**config.mk**
```make
export PLATFORM = sky130hd
export DESIGN_NAME = bit_divider_8
export DESIGN_NICKNAME = d
export VERILOG_FILES = /design/src/rtl/bit_divider_8.sv
export SDC_FILE = /design/constraint.sdc
export NUM_CORES = 1
export LEC_CHECK = 0
export CORE_MARGIN = 2
export CORE_UTILIZATION = 25
export CTS_CLUSTER_DIAMETER = 120
export CTS_CLUSTER_SIZE = 8
export DETAILED_ROUTE_END_ITERATION = 10
export PLACE_DENSITY = 0.43
export SLEW_MARGIN = 40
export SYNTH_ARGS = -nofsm -noshare
export SYNTH_HDL_FRONTEND = slang
export SYNTH_SLANG_ARGS = --single-unit
```
**constraint.sdc**
```tcl
create_clock -name Clk -period 1.8 [get_ports Clk]
set_input_delay 0.45 -clock Clk [delete_from_list [all_inputs] [get_ports Clk]]
set_output_delay 0.45 -clock Clk [all_outputs]
set_load 0.02 [all_outputs]
```
**src/rtl/bit_divider_8.sv**
```systemverilog
// Sequential signed restoring divider with operator-panel interface.
// A holds the remainder, B the quotient; both mirrored on hex displays.
module bit_divider_8 #(
  parameter int WIDTH = 8
) (
  input  logic             Clk,
  input  logic             Reset,
  input  logic             Run,
  input  logic             ClearA_LoadB,
  input  logic [WIDTH-1:0] S,
  output logic [WIDTH-1:0] A,
  output logic [WIDTH-1:0] B,
  output logic             Busy,
  output logic             DivZero,
  output logic             Ovf,
  output logic [6:0]       Ahex0,
  output logic [6:0]       Ahex1,
  output logic [6:0]       Bhex2,
  output logic [6:0]       Bhex3
);

  localparam int CW = (WIDTH > 1) ? $clog2(WIDTH) : 1;
  localparam logic [WIDTH-1:0] MIN = {1'b1, {(WIDTH-1){1'b0}}};

  typedef enum logic [2:0] {
    IDLE, PREP, ITER, FIX, HOLD
  } state_t;

  state_t           state_q, state_d;
  logic [WIDTH-1:0] a_q, a_d, b_q, b_d;
  logic [WIDTH-1:0] q_q, q_d;
  logic [WIDTH:0]   r_q, r_d, mv_q, mv_d;
  logic             sd_q, sd_d, sv_q, sv_d;
  logic [CW-1:0]    cnt_q, cnt_d;
  logic             busy_q, busy_d;
  logic             dz_q, dz_d, ovf_q, ovf_d;
  logic [6:0]       ah0_q, ah1_q, bh2_q, bh3_q;

  logic [WIDTH:0]   ext_b, ext_s, mag_b, mag_s;
  logic [WIDTH:0]   sh_r;
  logic [WIDTH-1:0] sh_q, rem;

  function automatic logic [6:0] hex7(input logic [3:0] n);
    logic [6:0] h;
    unique case (n)
      4'h0: h = 7'b1000000;
      4'h1: h = 7'b1111001;
      4'h2: h = 7'b0100100;
      4'h3: h = 7'b0110000;
      4'h4: h = 7'b0011001;
      4'h5: h = 7'b0010010;
      4'h6: h = 7'b0000010;
      4'h7: h = 7'b1111000;
      4'h8: h = 7'b0000000;
      4'h9: h = 7'b0010000;
      4'ha: h = 7'b0001000;
      4'hb: h = 7'b0000011;
      4'hc: h = 7'b1000110;
      4'hd: h = 7'b0100001;
      4'he: h = 7'b0000110;
      default: h = 7'b0001110;
    endcase
    return h;
  endfunction

  // Magnitudes carry one extra bit so the most negative value is exact
  always_comb begin
    ext_b = {b_q[WIDTH-1], b_q};
    ext_s = {S[WIDTH-1], S};
    mag_b = b_q[WIDTH-1] ? -ext_b : ext_b;
    mag_s = S[WIDTH-1] ? -ext_s : ext_s;
    sh_r  = {r_q[WIDTH-1:0], q_q[WIDTH-1]};
    sh_q  = {q_q[WIDTH-2:0], 1'b0};
    rem   = r_q[WIDTH-1:0];
  end

  always_comb begin
    state_d = state_q;
    a_d     = a_q;
    b_d     = b_q;
    q_d     = q_q;
    r_d     = r_q;
    mv_d    = mv_q;
    sd_d    = sd_q;
    sv_d    = sv_q;
    cnt_d   = cnt_q;
    busy_d  = busy_q;
    dz_d    = dz_q;
    ovf_d   = ovf_q;
    unique case (state_q)
      IDLE: begin
        if (ClearA_LoadB) begin
          a_d   = '0;
          b_d   = S;
          dz_d  = 1'b0;
          ovf_d = 1'b0;
        end else if (Run) begin
          state_d = PREP;
          busy_d  = 1'b1;
        end
      end
      PREP: begin
        if (S == '0) begin
          dz_d    = 1'b1;
          ovf_d   = 1'b0;
          busy_d  = 1'b0;
          state_d = HOLD;
        end else begin
          sd_d    = b_q[WIDTH-1];
          sv_d    = S[WIDTH-1];
          mv_d    = mag_s;
          q_d     = mag_b[WIDTH-1:0];
          r_d     = '0;
          cnt_d   = '0;
          state_d = ITER;
        end
      end
      ITER: begin
        if (sh_r >= mv_q) begin
          r_d = sh_r - mv_q;
          q_d = sh_q | {{(WIDTH-1){1'b0}}, 1'b1};
        end else begin
          r_d = sh_r;
          q_d = sh_q;
        end
        cnt_d = cnt_q + 1'b1;
        if (cnt_q == CW'(WIDTH-1)) state_d = FIX;
      end
      FIX: begin
        b_d     = (sd_q ^ sv_q) ? -q_q : q_q;
        a_d     = sd_q ? -rem : rem;
        ovf_d   = (b_q == MIN) && sv_q && (mv_q == 1);
        dz_d    = 1'b0;
        busy_d  = 1'b0;
        cnt_d   = '0;
        state_d = HOLD;
      end
      HOLD: begin
        if (!Run) state_d = IDLE;
      end
      default: state_d = IDLE;
    endcase
  end

  always_ff @(posedge Clk or negedge Reset) begin
    if (!Reset) begin
      state_q <= IDLE;
      a_q     <= '0;
      b_q     <= '0;
      q_q     <= '0;
      r_q     <= '0;
      mv_q    <= '0;
      sd_q    <= 1'b0;
      sv_q    <= 1'b0;
      cnt_q   <= '0;
      busy_q  <= 1'b0;
      dz_q    <= 1'b0;
      ovf_q   <= 1'b0;
      ah0_q   <= 7'b1000000;
      ah1_q   <= 7'b1000000;
      bh2_q   <= 7'b1000000;
      bh3_q   <= 7'b1000000;
    end else begin
      state_q <= state_d;
      a_q     <= a_d;
      b_q     <= b_d;
      q_q     <= q_d;
      r_q     <= r_d;
      mv_q    <= mv_d;
      sd_q    <= sd_d;
      sv_q    <= sv_d;
      cnt_q   <= cnt_d;
      busy_q  <= busy_d;
      dz_q    <= dz_d;
      ovf_q   <= ovf_d;
      ah0_q   <= hex7(a_q[3:0]);
      ah1_q   <= hex7(a_q[7:4]);
      bh2_q   <= hex7(b_q[3:0]);
      bh3_q   <= hex7(b_q[7:4]);
    end
  end

  assign A       = a_q;
  assign B       = b_q;
  assign Busy    = busy_q;
  assign DivZero = dz_q;
  assign Ovf     = ovf_q;
  assign Ahex0   = ah0_q;
  assign Ahex1   = ah1_q;
  assign Bhex2   = bh2_q;
  assign Bhex3   = bh3_q;

endmodule

```
== Word-level counts from Yosys, hierarchy flattened ==
Memory sizes are Yosys's and may differ from the RTL's. A register that Yosys moved wholly into a read port is not among the register bits.
Cells that the tools add are included.
Word-level totals
  ROM bits: 448
  latch bits: 0
  register bits: 52
  memories: 4
  input port bits: 12
  RAM bits: 0
  logic and storage cells: 88
Memory list
  (no name shown): depth 16, width 7, rd ports 1, clocked after Yosys merged registers in 1, write ports 0, line 45  | unique case (n)
  (no name shown): depth 16, width 7, rd ports 1, clocked after Yosys merged registers in 1, write ports 0, line 45
  (no name shown): depth 16, width 7, rd ports 1, clocked after Yosys merged registers in 1, write ports 0, line 45
  (no name shown): depth 16, width 7, rd ports 1, clocked after Yosys merged registers in 1, write ports 0, line 45
Cells by class
  reduce and logical (&&, ||, !) cells: 19
  order comparisons: 1
  eq/ne operators: 14
  bitwise gates (word level): 2
  div/mod/pow operators: 0
  $mul: 0
  mux-type cells: 30
  shift operators: 0
  add/sub/neg operators: 6
Operator list (number)
  $mux W8: 8
  $pmux W8 S2: 4
  $neg A8 Y8: 3
  $mux W3: 6
  $pmux W3 S5: 1
  $ne A2 B2 Y1 const B: 7
  $eq A9 B1 Y1 const B: 1
  $ge A9 B9 Y1: 1
  $mux W9: 1
  $neg A9 Y9: 1
  $pmux W1 S3: 3
  $pmux W3 S3: 1
  $eq A8 B8 Y1 const B: 1
  $logic_not A8 Y1: 1
  $reduce_and A2 Y1: 4
  $reduce_and A4 Y1: 2
  $sub A8 B8 Y8: 1
  $eq A3 B2 Y1 const B: 2
  $eq A3 B3 Y1 const B: 2
  $mux W1: 6
  $reduce_bool A3 Y1: 2
  $logic_not A1 Y1: 4
  $reduce_bool A2 Y1: 2
  $add A3 B1 Y3 const B: 1
  other kinds (6): 7

== Longest topological paths before layout ==
  depth after elaboration: 4
  depth in mapped cells: 9

== Worst setup path after synthesis ==
No wires, ideal clock.
  path type: register -> register
  start: register r_q[4]
  end: register r_q[1]
  period minus slack after synthesis: 1970 ps
  setup time: 126 ps
  cell stages (with the launch flop): 7
  data arrival time: 1843 ps
  buffers on the path: 0
  slack: -170 ps
  cells stage by stage: dfrtp_1 ha_1 and4_1 a21boi_4 o211ai_2 a21oi_1 a311o_1
Between the ends
  longest elaborated chain between the ends: 3
RTL lines
  start, declared: line 32  | logic [WIDTH:0] r_q, r_d, mv_q, mv_d;
  start signal, assigned: line 168  | r_q <= r_d;
  $ge A9 B9 Y1: line 119  | if (sh_r >= mv_q) begin
  $mux W8: line 119
  $pmux W8 S2: line 90  | unique case (state_q)
No other way between the ends.
A chain may end at the register's enable or synchronous reset.

== Worst setup path in the final report ==
  start: register q_q[7]
  end: register r_q[4]
Between the ends
  longest elaborated chain between the ends: 3
  elaborated cells between the ends (all ways): 4
  those cells by class: 1 x add/sub; 1 x order compare; 2 x mux
RTL lines
  start, declared: line 31  | logic [WIDTH-1:0] q_q, q_d;
  start signal, assigned: line 167  | q_q <= q_d;
  $sub A8 B8 Y8 / $ge A9 B9 Y1 (equally long branches): line 120, 119
  $mux W8 *: line 119
  $pmux W8 S2 *: line 90
Every way passes the cells marked *; elsewhere a longest branch is shown, timed or not.

==> results.py <==
metrics = {
    "cells_and_area": {
        "multi_input_area_um2": 3010,
        "regArea_um2": 2020,
        "final_area_um2": 7080,
        "area_delta_synth_final_pct": 41.7,
        "fin_cells": 929,
        "nNetsFinal": 711,
        "layout-drive-gt1-share_pct": 28.9,
        "antenna_cells": 0,
        "fillers": 2046,
    },
    "hold_path": {
        "min-delay-path-class": "input port to asynchronous set/reset pin",
    },
    "yosys": {
        "synth_top_cell_area_share_pct": 38.0,
        "syn_area_per_cell_um2": 9.62,
        "synth_xor_area_share_pct": 4.73,
        "ys_ff_latch": 80,
        "syn_nets": 572,
        "synth_common_cells": "dfrtp_1, nand2_1, ha_1, nor2_1, o21ai_0",
        "syn-instance-count": 520,
        "yosysTopAreaCell": "dfrtp_1",
        "yosysMostFrequentCell": "dfrtp_1",
        "yosys.area_share.simple_pct": 15.9,
        "synthMuxAreaShare_pct": 6.05,
        "yosysSeqAreaShare_pct": 40.1,
        "ys.flop_type": "dfrtp_1",
        "synthTopCellsByArea": "dfrtp_1, ha_1, nand2_1",
        "synth_compound_gate_area_share_pct": 17.5,
        "synthDistinctLibCells": 65,
        "synthAdderAreaFrac_pct": 10.2,
        "synth_edf_count": 0,
        "syn_area_um2": 5000,
        "synth_top_family_by_area": "compound AO/OA/AOI/OAI gates",
        "async_reset_ff_share_pct": 100,
        "synth_warnings": 0,
    },
    "power_and_ir_drop": {
        "leakage_nw": 3.21,
        "peakVddDrop_mv": 0.764,
        "pwr_density_cell_nw_per_um2": 1950,
        "fin_total_pwr_mw": 13.8,
    },
    "route": {
        "dr.pass1.iters": 4,
        "ant_nets": 0,
        "drt_wl_total_mm": 13.9,
        "drt_iter0_markers": 233,
        "route.vias.total": 4255,
        "viasPerCell": 4.58,
        "drc": 0,
        "wl_per_cell_um": 15.0,
    },
    "sta": {
        "rsz0062_at_grt": "yes",
        "timing.fmax_mhz": 501,
        "fin_crit_ps": 2000,
        "setup_slack_ps": -196,
        "whs_ps": 122,
        "finalHoldViolations": 0,
        "tightest_slew_ps": 672,
        "clock_skew_ps": 6.18,
        "slew_headroom_pct": 55.2,
        "fin_crit_sh_pct": 111,
        "fin_tns_setup_ps": -1070,
        "setup_viol": 9,
        "finalMaxSlewViolations": 0,
    },
    "grt": {
        "grt_pass1_wl_mm": 22.8,
        "antenna_found_initial": 0,
        "grt_max_degree": 81,
        "grt_pass1_vias": 4284,
        "grt.overflow.total": 0,
        "track_usage_pct": 13.4,
    },
    "setup_path": {
        "startpoint": "q_q[7]",
        "r2r_cells": 9,
        "crit_type": "flip-flop to flip-flop",
        "critPathLaunchType": "flip-flop",
        "r2r-start": "q_q[7]",
        "rr_endpoint": "r_q[4]",
        "critical_path_required_ps": 2020,
        "cp_data_arrival_time_ps": 2220,
        "reg2reg_slack_ps": -200,
        "path_max_fanout": 3,
        "end_kind": "flip-flop",
    },
    "clock_network": {
        "cts_inserted_buffers": 9,
        "hold_buffers": 0,
        "cts.path.max_buffers": 2,
        "path_clk_slew_ps": 60,
        "clk_latency_ps": 340,
        "cts_tree": "built",
        "cts.sinks": 80,
        "htree_levels": 3,
        "clock-root-buffer": "clkbuf_16",
    },
    "placed_design": {
        "dp_cells": 903,
        "port_buffers": 58,
        "placed_area_um2": 6560,
        "gp_congestion": 0.849,
        "dp_hpwl_mm": 10.6,
    },
    "die": {
        "core_um2": 19500,
        "start_util_pct": 25.6,
        "die_h_um": 145,
        "num_io_pins": 59,
        "die-area_um2": 21200,
        "row_count": 51,
        "die_w_um": 145,
    },
    "run_status": {
        "outcome": "finished, violations left",
        "violations": "negative setup slack",
    },
    "run": {
        "drv_cap": 0,
    },
}
layout by cell type, fill, tap and decap left out, drive strengths merged, types with 4 or more instances in the layout:
cell type / synthesis / routed
nand2: 51 / 51
nor2: 41 / 41
a21oi: 32 / 32
o21ai: 39 / 39
o211ai: 6 / 6
nor3: 8 / 8
mux4: 4 / 4
nor2b: 10 / 10
clkdlybuf4s50: 0 / 27
o41ai: 4 / 4
or3: 4 / 4
nand3: 7 / 7
o22ai: 5 / 5
a31oi: 4 / 4
dfrtp: 76 / 76
and3: 5 / 5
or2: 4 / 4
dlygate4sd2: 0 / 25
o31ai: 12 / 12
xnor2: 7 / 7
clkbuf: 7 / 12
xor2: 20 / 20
a211oi: 4 / 4
ha: 39 / 39
mux2i: 19 / 19
inv: 36 / 36
dfstp: 4 / 4
nor4: 4 / 4
nand2b: 6 / 6
buf: 17 / 95
a22o: 6 / 6
layout make-up:
cell class              instances  area share (%)
clock inverters                 5           0.795
flip-flops and latches         80            28.5
well taps                     265            4.68
inverters                      36            1.91
repair buffers                152            18.3
multi-input cells             380            42.5
clock buffers                  11            3.43
stage by stage:
stage,setup WS [ps],utilization (%)
floorplan,-54.0,-
global placement,-558,33.6
detailed placement,-685,33.6
CTS,-223,35.9
global route,-326,36.3
finish,-196,36.3
critical path: stages, from the launching register on:
cell,delay (ps)
dfrtp_1,380
inv_2,90
ha_4,130
inv_2,30
fa_2,360
a21o_1,180
a21oi_2,120
xor2_1,200
a211oi_1,80
a311o_1,280
per-layer routing:
layer	GRT usage (%)	up-vias	wire, µm
met5	0	-	0
met4	3.73	0	167
met3	2.26	10	474
met2	21.3	76	6380
met1	18.8	2051	6900
li1	-	2118	-
where the power goes:
group | internal [mW] | switching, mW | leakage (nW)
sequential | 2.56 | 0.633 | 1.01
combinational | 4.18 | 4.58 | 2.06
clock | 1.11 | 0.764 | 0.145
kinds of logic (layout without fill, tap and decap cells):
| logic type | after synthesis | count (layout) |
|---|---|---|
| simple gates | 158 | 158 |
| compound gates | 130 | 130 |
| flops | 80 | 80 |
| buf+inv | 60 | 204 |
| fa+ha+maj | 40 | 40 |
| xor+xnor | 27 | 27 |
| mux | 25 | 25 |
sequential cells by signal (all words and copies together), names as in the netlist, 3 cells and up:
signal	flops
A	8
Ahex0	7
q_q	8
B	8
mv_q	9
Bhex2	7
cnt_q	3
state_q	3
r_q	8
Ahex1	7
Bhex3	7
timing repair:
action	4_1_cts	5_1_grt
pin swaps	27	12
endpoints found under the setup margin	56	21
gates resized for setup	64	18
gates cloned	0	0
endpoints found under the hold margin	0	0
setup buffers	7	3
worst max path at each step:
| stage | depth (start not counted) | end | slack [ps] |
|---|---|---|---|
| final | 9 | r_q[4] | -200 |
| after global routing | 9 | r_q[4] | -330 |
| after CTS | 9 | r_q[6] | -220 |
| after detailed placement | 7 | mv_q[7] | -680 |
| after global placement | 8 | q_q[5] | -560 |
| after floorplan | 9 | r_q[4] | -50 |
Note: power is estimated with default switching activity, not from simulation.
